### src/rtl/frame_pad.sv
// Frame padder: surrounds each frame of the vector stream with a programmable
// number of leading/trailing pad vectors (zero or edge-replicated).
module frame_pad #(
    parameter  int BW         = 8,
    parameter  int VECTOR_LEN = 13,
    parameter  int CNT_BW     = 3,
    localparam int VECTOR_BW  = BW * VECTOR_LEN
) (
    input  logic                 clk_i,
    input  logic                 rst_i,
    input  logic [CNT_BW-1:0]    pre_cnt_i,
    input  logic [CNT_BW-1:0]    post_cnt_i,
    input  logic                 mode_i,
    input  logic [VECTOR_BW-1:0] data_i,
    input  logic                 valid_i,
    input  logic                 last_i,
    output logic                 ready_o,
    output logic [VECTOR_BW-1:0] data_o,
    output logic                 valid_o,
    output logic                 last_o,
    input  logic                 ready_i
);

    typedef enum logic [1:0] {
        IDLE,
        PRE,
        BODY,
        POST
    } state_t;

    state_t                state_q, state_d;
    logic [CNT_BW-1:0]     cnt_q, cnt_d;
    logic [CNT_BW-1:0]     post_q, post_d;
    logic                  mode_q, mode_d;
    logic [VECTOR_BW-1:0]  last_buf_q, last_buf_d;

    logic                  out_en;
    logic                  body_beat;
    logic                  pre_zero;
    logic [CNT_BW-1:0]     eff_post;
    logic                  eff_mode;
    logic [VECTOR_BW-1:0]  pad_lead;
    logic [VECTOR_BW-1:0]  pad_trail;

    logic                  emit;
    logic                  emit_last;
    logic [VECTOR_BW-1:0]  emit_data;

    // Output stage is free when empty or being drained this cycle.
    assign out_en   = !valid_o || ready_i;
    assign pre_zero = (pre_cnt_i == '0);

    assign ready_o   = out_en && !rst_i && (state_q == BODY || (state_q == IDLE && pre_zero));
    assign body_beat = valid_i && ready_o;

    // In IDLE the config is being latched this very cycle, so use it directly.
    assign eff_post = (state_q == IDLE) ? post_cnt_i : post_q;
    assign eff_mode = (state_q == IDLE) ? mode_i : mode_q;

    // Leading pads replicate the first vector, which is held on data_i until accepted.
    assign pad_lead  = eff_mode ? data_i : '0;
    assign pad_trail = mode_q ? last_buf_q : '0;

    // State register and frame context.
    always_ff @(posedge clk_i) begin
        if (rst_i) begin
            state_q    <= IDLE;
            cnt_q      <= '0;
            post_q     <= '0;
            mode_q     <= 1'b0;
            last_buf_q <= '0;
        end else begin
            // NOTE: all sequential state uses non-blocking assignments so every
            // register samples the pre-edge values of its neighbours.
            state_q    <= state_d;
            cnt_q      <= cnt_d;
            post_q     <= post_d;
            mode_q     <= mode_d;
            last_buf_q <= last_buf_d;
        end
    end

    // Next-state logic.
    always_comb begin
        // NOTE: every variable gets a default first so no path can infer a latch.
        state_d    = state_q;
        cnt_d      = cnt_q;
        post_d     = post_q;
        mode_d     = mode_q;
        last_buf_d = last_buf_q;

        if (out_en) begin
            unique case (state_q)
                IDLE: begin
                    if (valid_i) begin
                        post_d = post_cnt_i;
                        mode_d = mode_i;
                        if (!pre_zero) begin
                            cnt_d   = pre_cnt_i - 1'b1;
                            state_d = (pre_cnt_i == CNT_BW'(1)) ? BODY : PRE;
                        end
                    end
                end
                PRE: begin
                    cnt_d = cnt_q - 1'b1;
                    if (cnt_q == CNT_BW'(1)) begin
                        state_d = BODY;
                    end
                end
                BODY: begin
                end
                POST: begin
                    cnt_d = cnt_q - 1'b1;
                    if (cnt_q == CNT_BW'(1)) begin
                        state_d = IDLE;
                    end
                end
                default: state_d = IDLE;
            endcase
        end

        // Accepted body beats share one path whether they come from IDLE or BODY.
        if (body_beat) begin
            last_buf_d = data_i;
            if (!last_i) begin
                state_d = BODY;
            end else if (eff_post == '0) begin
                state_d = IDLE;
            end else begin
                cnt_d   = eff_post;
                state_d = POST;
            end
        end
    end

    // Output decode: what the output register would load if it is free.
    always_comb begin
        emit      = 1'b0;
        emit_last = 1'b0;
        emit_data = '0;

        unique case (state_q)
            IDLE: begin
                if (valid_i) begin
                    emit      = 1'b1;
                    emit_data = pre_zero ? data_i : pad_lead;
                    emit_last = pre_zero && last_i && (post_cnt_i == '0);
                end
            end
            PRE: begin
                emit      = 1'b1;
                emit_data = pad_lead;
            end
            BODY: begin
                if (valid_i) begin
                    emit      = 1'b1;
                    emit_data = data_i;
                    emit_last = last_i && (post_q == '0);
                end
            end
            POST: begin
                emit      = 1'b1;
                emit_data = pad_trail;
                emit_last = (cnt_q == CNT_BW'(1));
            end
            default: begin
            end
        endcase
    end

    // Registered output stage; holds while the downstream stalls.
    always_ff @(posedge clk_i) begin
        if (rst_i) begin
            // NOTE: the wide data registers are reset too, because data_o must
            // read as zero straight out of reset.
            valid_o <= 1'b0;
            last_o  <= 1'b0;
            data_o  <= '0;
        end else if (out_en) begin
            valid_o <= emit;
            last_o  <= emit_last;
            if (emit) begin
                data_o <= emit_data;
            end
        end
    end

endmodule

### config.mk
export PLATFORM = sky130hd
export DESIGN_NAME = frame_pad
export DESIGN_NICKNAME = d
export VERILOG_FILES = /design/src/rtl/frame_pad.sv
export SDC_FILE = /design/constraint.sdc
export NUM_CORES = 1
export LEC_CHECK = 0
export BUFFER_PORTS_ARGS = -buffer_cell sky130_fd_sc_hd__buf_2
export CORE_ASPECT_RATIO = 0.75
export CORE_MARGIN = 5
export CORE_UTILIZATION = 50
export CTS_CLUSTER_DIAMETER = 50
export DETAILED_ROUTE_END_ITERATION = 6
export PLACE_DENSITY = 0.77
export REMOVE_ABC_BUFFERS = 1
export SYNTH_ARGS = -nofsm -noshare
export SYNTH_HDL_FRONTEND = slang
export SYNTH_SLANG_ARGS = --single-unit
### constraint.sdc
create_clock -name clk_i -period 1.67 [get_ports clk_i]
set_input_delay 0.167 -clock clk_i [delete_from_list [all_inputs] [get_ports clk_i]]
set_output_delay 0.167 -clock clk_i [all_outputs]
set_load 0.005 [all_outputs]
After elaboration in Yosys (flattened, before gate mapping)
Cells that the tools add are included.
{ "op_classes": {"mul": 0, "reduce_logical": 23, "n_eq_ne": 9, "magnitude_cmp": 0, "div": 0, "shifts": 0, "mux": 30, "n_addsub": 2, "bitwise": 0} }
{ "ops": {"columns": ["operator", "n"], "rows": [
  ["$mux 104", 5],
  ["$pmux 104 s4", 1],
  ["$mux 3", 7],
  ["$mux 2", 9],
  ["$logic_not 3->1", 4],
  ["$ne 3x3->1 const B", 4],
  ["$logic_and 1x1->1", 7],
  ["$eq 3x1->1 const B", 2],
  ["$pmux 2 s3", 1],
  ["$pmux 3 s2", 1],
  ["$reduce_and 6->1", 1],
  ["$sub 3x1->3 const B", 2],
  ["$eq 2x2->1 const B", 2],
  ["$mux 1", 4],
  ["$reduce_bool 4->1", 1],
  ["$reduce_or 2->1", 2],
  ["$pmux 1 s3", 1],
  ["$reduce_and 3->1", 1],
  ["$eq 2x1->1 const B", 1],
  ["$logic_not 1->1", 2],
  ["$logic_not 2->1", 1],
  ["$logic_or 1x1->1", 2],
  ["$pmux 1 s2", 1],
  ["$reduce_and 2->1", 1],
  ["$reduce_bool 2->1", 1]
]} }
{ "totals": {"word_cells": 72, "latch_bits": 0, "romBits": 0, "regBits": 219, "input_bits": 116, "n_memories": 0, "output_inout_bits": 107, "ram_bits": 0} }

Depth between registers and ports, before layout
{ "depth": {"ltp_word": 8, "ltp_mapped": 10, "depth_no_buf": 7} }

Least setup slack after synthesis
Ideal clock, no wire load.
{ "synth_path": {"path_kind": "in2reg", "start": "input pre_cnt_i[1]", "end": "register data_o[24]", "path_slack_ns": 0.020, "arrival_ns": 1.580, "path_stages": 10, "setup_ns": 0.070, "path_buffers": 3, "required_time_ns": 1.600, "path_cell_list": "inv_1 -> ha_1 -> nor2b_1 -> clkbuf_1 -> nor3_1 -> nor2_1 -> buf_2 -> buf_2 -> o221ai_1 -> a21oi_1"} }
{ "synth_between": {"elab_chain_cells": 4} }
{ "synth_lines": {"columns": ["item", "line", "source"], "rows": [
  ["start, declared", "11", "input logic [CNT_BW-1:0] pre_cnt_i,"],
  ["$logic_not 3->1", "51", "assign pre_zero = (pre_cnt_i == '0);"],
  ["$mux 104", "146", "emit_data = pre_zero ? data_i : pad_lead;"],
  ["$mux 104", "144", "if (valid_i) begin"],
  ["$pmux 104 s4", "142", "unique case (state_q)"],
  ["end signal, assigned", "183", "data_o <= emit_data;"],
  ["end, declared", "18", "output logic [VECTOR_BW-1:0] data_o,"]
]} }
Every way passes these cells.
A chain may end at the register's enable or synchronous reset.

Worst setup path in the final report
{ "layout_path": {"start": "register state_q[0]", "end": "register cnt_q[1]"} }
{ "layout_between": {"elab_chain_cells": 7, "word_cells_on_any_way": 16, "classes_between": "eq/ne (3); mux (6); reduce/logical (7)"} }
{ "layout_lines": {"columns": ["item", "line", "source"], "rows": [
  ["start, declared", "31", "state_t state_q, state_d;"],
  ["start signal, assigned", "75", "state_q <= state_d;"],
  ["$eq 2x2->1 / $eq 2x1->1 (equally long branches)", "93", "unique case (state_q)"],
  ["$reduce_or 2->1 (no line)", null, null],
  ["$pmux 3 s2", "93", null],
  ["$mux 3", "92", "if (out_en) begin"],
  ["$mux 3", "127", "end else if (eff_post == '0) begin"],
  ["$mux 3", "125", "if (!last_i) begin"],
  ["$mux 3 (*)", "123", "if (body_beat) begin"],
  ["end signal, assigned", "76", "cnt_q <= cnt_d;"],
  ["end, declared", "32", "logic [CNT_BW-1:0] cnt_q, cnt_d;"]
]} }
Mark *: on every way between the ends. The rest lies on a longest branch, timed or not.

==> results.toml <==
[outcome]
outcome = "finished, violations left"
violations = "setup timing"

[logic_synthesis]
synth-main-ff-cell = "sky130_fd_sc_hd__dfxtp_1"
synth.top_cells.by_area = "sky130_fd_sc_hd__dfxtp_1, sky130_fd_sc_hd__a21oi_1, sky130_fd_sc_hd__nand2_1"
synth-seq-area-share_pct = 41.77
synth.avg_cell_area_sq_um = 7.534
yosysTopAreaCell = "sky130_fd_sc_hd__dfxtp_1"
netlist_instances = 1393
post_synth_instance_area_sq_mm = 0.01050
synthesis.yosys.warnings = 0
asr_flop_ratio_synth_pct = 0
synth.lib_cells_used.distinct = 46
synthMostInstantiatedCell = "sky130_fd_sc_hd__nand2_1"
synthTopCellsByCount = "sky130_fd_sc_hd__nand2_1, sky130_fd_sc_hd__a21oi_1, sky130_fd_sc_hd__dfxtp_1, sky130_fd_sc_hd__clkbuf_1, sky130_fd_sc_hd__nor2b_1"
yosys.area.top_type_share_pct = 41.77
edff_count_synth = 0
synth_seq_cells = 219

[grt]
first_global_vias = 10880
antenna_found_initial = 0
globalRouteOverflowTotal = 0
grt_max_degree = 111
grt.total_usage_pct = 27.47
first_pass_grt_wire_length_um = 55300

[floorplan]
floorplan.core_area_sq_mm = 0.02044
effective_utilization_at_floorplan_pct = 51.35
fp.dieW_um = 177.3
placement_rows = 45
area_of_the_die_sq_mm = 0.02402
chipHeight_um = 135.5
io_pins = 223

[cells_and_area]
final.fill_count = 1545
nets = 1802
layout-area-overhead-vs-synth_pct = 39.34
register_area_sq_mm = 0.004393
fraction_of_layout_instances_using_a_drive_strength_above_1_pct = 23.72
area_occupied_by_multi_input_gates_sq_mm = 0.005937
total_inserted_antenna_cells = 0

[worst_hold_path]
hold_path_depth = 5
hold_startpoint = "pre_cnt_i[0]"
holdCritPathClass = "in2reg"
holdPathEnd = "cnt_q[0]"

[setup_path]
timing.reg2reg.setup_slack_ns = -0.09
worstReg2RegEnd = "cnt_q[1]"
critical_path.cell_chain = "buf_6, or2_4, or4b_4, o22ai_2, o21ai_2, a21oi_1"
timing.setup.critical_path_class = "reg2reg"
timing.critical_path.to_type = "flop"
worst_r2r_path_depth = 6
worstPathMaxFanout = 5
critPathLaunchType = "flop"
worst_path_largest_cell_delay_ns = 0.51
worst_r2r_startpoint = "state_q[0]"
cp_data_required_time_ns = 2.11
critical_path_arrival_ns = 2.20
crit_path_top_delay_cell = "sky130_fd_sc_hd__or4b_4"

[pwr]
pwr_cell_area_mw_per_mm2 = 974.0
p_leak_uw = 0.005671
max-vdd-ir-drop_uv = 684.6
power_total_uw = 14240

[route]
routed_via_density = 5.877
routed_antenna_nets = 0
detail_route.drc_violations = 0
routed_wirelength_um = 36360
num_vias = 11640
drt_first_iter_violations = 1315
avgRoutedWirePerCell_um = 18.35
drt_pass1_iterations = 5

[clocking]
clock-sinks = 219
cts-buffers-inserted = 24
clock-root-buffer = "sky130_fd_sc_hd__clkbuf_16"
tritoncts = "done"
worst_skew_pair.late_latency_ns = 0.51
ctsHtreeMaxLevel = 1
post_cts_clock_slew_at_the_launch_and_capture_registers_of_the_worst_setup_and_hold_paths_ns = 0.06
max-clock-path-buffers = 3

[sta]
final_hold_violating_endpoints = 0
grt_setup_unrepaired = "yes"
finalWorstSetupSlack_ns = -0.08671
slew_violations = 0
whs_ns = 0.1783
clock_skew_ns = 0.007981
period_share_pct = 105.2
final-setup-viol-count = 7
worst_pin_slew_ns = 0.5494
fmax_mhz = 569.2
finalWorstPathRequiredPeriod_ns = 1.757
timing.setup.tns_ns = -0.2307
maxSlewHeadroom_pct = 63.37

[placed_design]
port_buffers = 222
hpwl_um = 19590
globalplace.congestion = 0.8818

[run]
cap_viol_max_count = 0
placed cells by master (no fill, tap or decap), types with 3 or more instances in the layout:
master / netlist / routed
sky130_fd_sc_hd__buf_2: 41 / 221
sky130_fd_sc_hd__nand2b_1: 30 / 28
sky130_fd_sc_hd__clkinv_2: 0 / 4
sky130_fd_sc_hd__buf_12: 0 / 20
sky130_fd_sc_hd__dfxtp_1: 219 / 216
sky130_fd_sc_hd__nor2_1: 53 / 51
sky130_fd_sc_hd__buf_6: 1 / 12
sky130_fd_sc_hd__a22oi_1: 40 / 30
sky130_fd_sc_hd__clkbuf_1: 89 / 7
sky130_fd_sc_hd__dlygate4sd3_1: 0 / 109
sky130_fd_sc_hd__a21oi_2: 0 / 14
sky130_fd_sc_hd__o221ai_1: 64 / 41
sky130_fd_sc_hd__a21oi_4: 0 / 3
sky130_fd_sc_hd__nand2_1: 345 / 345
sky130_fd_sc_hd__ha_1: 5 / 5
sky130_fd_sc_hd__nand3_1: 29 / 29
sky130_fd_sc_hd__inv_1: 6 / 6
sky130_fd_sc_hd__a22oi_2: 0 / 10
sky130_fd_sc_hd__nor2b_1: 75 / 73
sky130_fd_sc_hd__a21o_1: 3 / 3
sky130_fd_sc_hd__mux2i_1: 7 / 6
sky130_fd_sc_hd__clkbuf_8: 0 / 3
sky130_fd_sc_hd__buf_8: 0 / 3
sky130_fd_sc_hd__buf_4: 2 / 27
sky130_fd_sc_hd__a21oi_1: 278 / 263
sky130_fd_sc_hd__a22o_1: 39 / 39
sky130_fd_sc_hd__o221ai_2: 0 / 23
sky130_fd_sc_hd__a21boi_0: 28 / 26
sky130_fd_sc_hd__clkbuf_16: 0 / 28
how the worst max path moves through the flow:
stage                 end        from  slack, ns  cells past startpoint
4_1_cts           ready_o  state_q[0]      -0.04                      4
3_5_place_dp   data_o[68]  state_q[0]      -0.27                      5
3_3_place_gp   data_o[41]  state_q[0]      -0.25                      5
2_1_floorplan   data_o[0]  state_q[1]      -6.39                      5
5_1_grt        data_o[12]  state_q[1]      -0.15                      8
6_report         cnt_q[1]  state_q[0]      -0.09                      6
worst max-delay path: cells and delay by family (launching register included):
family          cells  cell delay [ns]
simple gates        2             0.78
compound gates      3             0.41
flops               1             0.36
buf+inv             1             0.14
state kept, by name, summed over array words and instances (netlist names):
| register | count |
|---|---|
| last_buf_q | 104 |
| state_q | 2 |
| valid_o | 1 |
| cnt_q | 3 |
| mode_q | 1 |
| last_o | 1 |
| post_q | 3 |
| data_o | 104 |
where the power goes:
part / switching [uW] / internal (uW) / total [uW] / leakage (uW)
registers: 186 / 5520 / 5710 / 0.00178
clock network: 2230 / 3160 / 5380 / 0.000384
logic: 1750 / 1400 / 3150 / 0.00350
total: 4170 / 10100 / 14200 / 0.00567
routing by layer:
| layer | routed length (um) | GRT usage [%] | up-vias |
|---|---|---|---|
| li1 | - | - | 5424 |
| met1 | 14340 | 35.57 | 5430 |
| met2 | 17150 | 46.58 | 676 |
| met3 | 3726 | 5.525 | 113 |
| met4 | 1146 | 8.244 | 0 |
| met5 | 0 | 0 | - |
cell type report:
class / instances / share of cell area (%)
multi-input cells: 1032 / 40.60
flip-flops and latches: 219 / 30.04
repair buffers: 398 / 21.40
clock buffers: 34 / 4.646
well taps: 282 / 2.413
clock inverters: 10 / 0.7529
inverters: 6 / 0.1540
timing repair:
action | in CTS | in global routing
cloned | 3 | 7
gates resized for setup | 37 | 66
pin swaps | 24 | 32
setup endpoints to repair | 133 | 138
endpoints found under the hold margin | 109 | 0
hold buffers | 109 | 0
setup buffers | 6 | 7
logic make-up (layout without fill, tap and decap cells):
kind of cell               Yosys count  count (layout)  share of synthesized area, %
AOI/OAI and AO/OA                  470             472                         28.30
xor gates and xnor gates             1               1                       0.08347
adders and majority gates            5               5                        0.5961
buffers and inverters              144             448                         5.782
DFF                                219             219                         41.77
muxes                                7               7                        0.6676
and+or+nand+nor                    547             547                         22.79
metrics by stage:
stage                     utilization, %  instance area, sq um  setup WS [ns]  std cells
after detailed placement           58.72                 12000        -0.2706       1806
after CTS                          69.23                 14150       -0.03638       1968
after floorplan                        -                  9911         -6.393       1255
after global placement             58.72                 12000        -0.2484       1806
final                              71.55                 14620       -0.08671       1981
after global routing               71.55                 14620        -0.1491       1981
No activity file was read; power rests on OpenSTA's default activity.
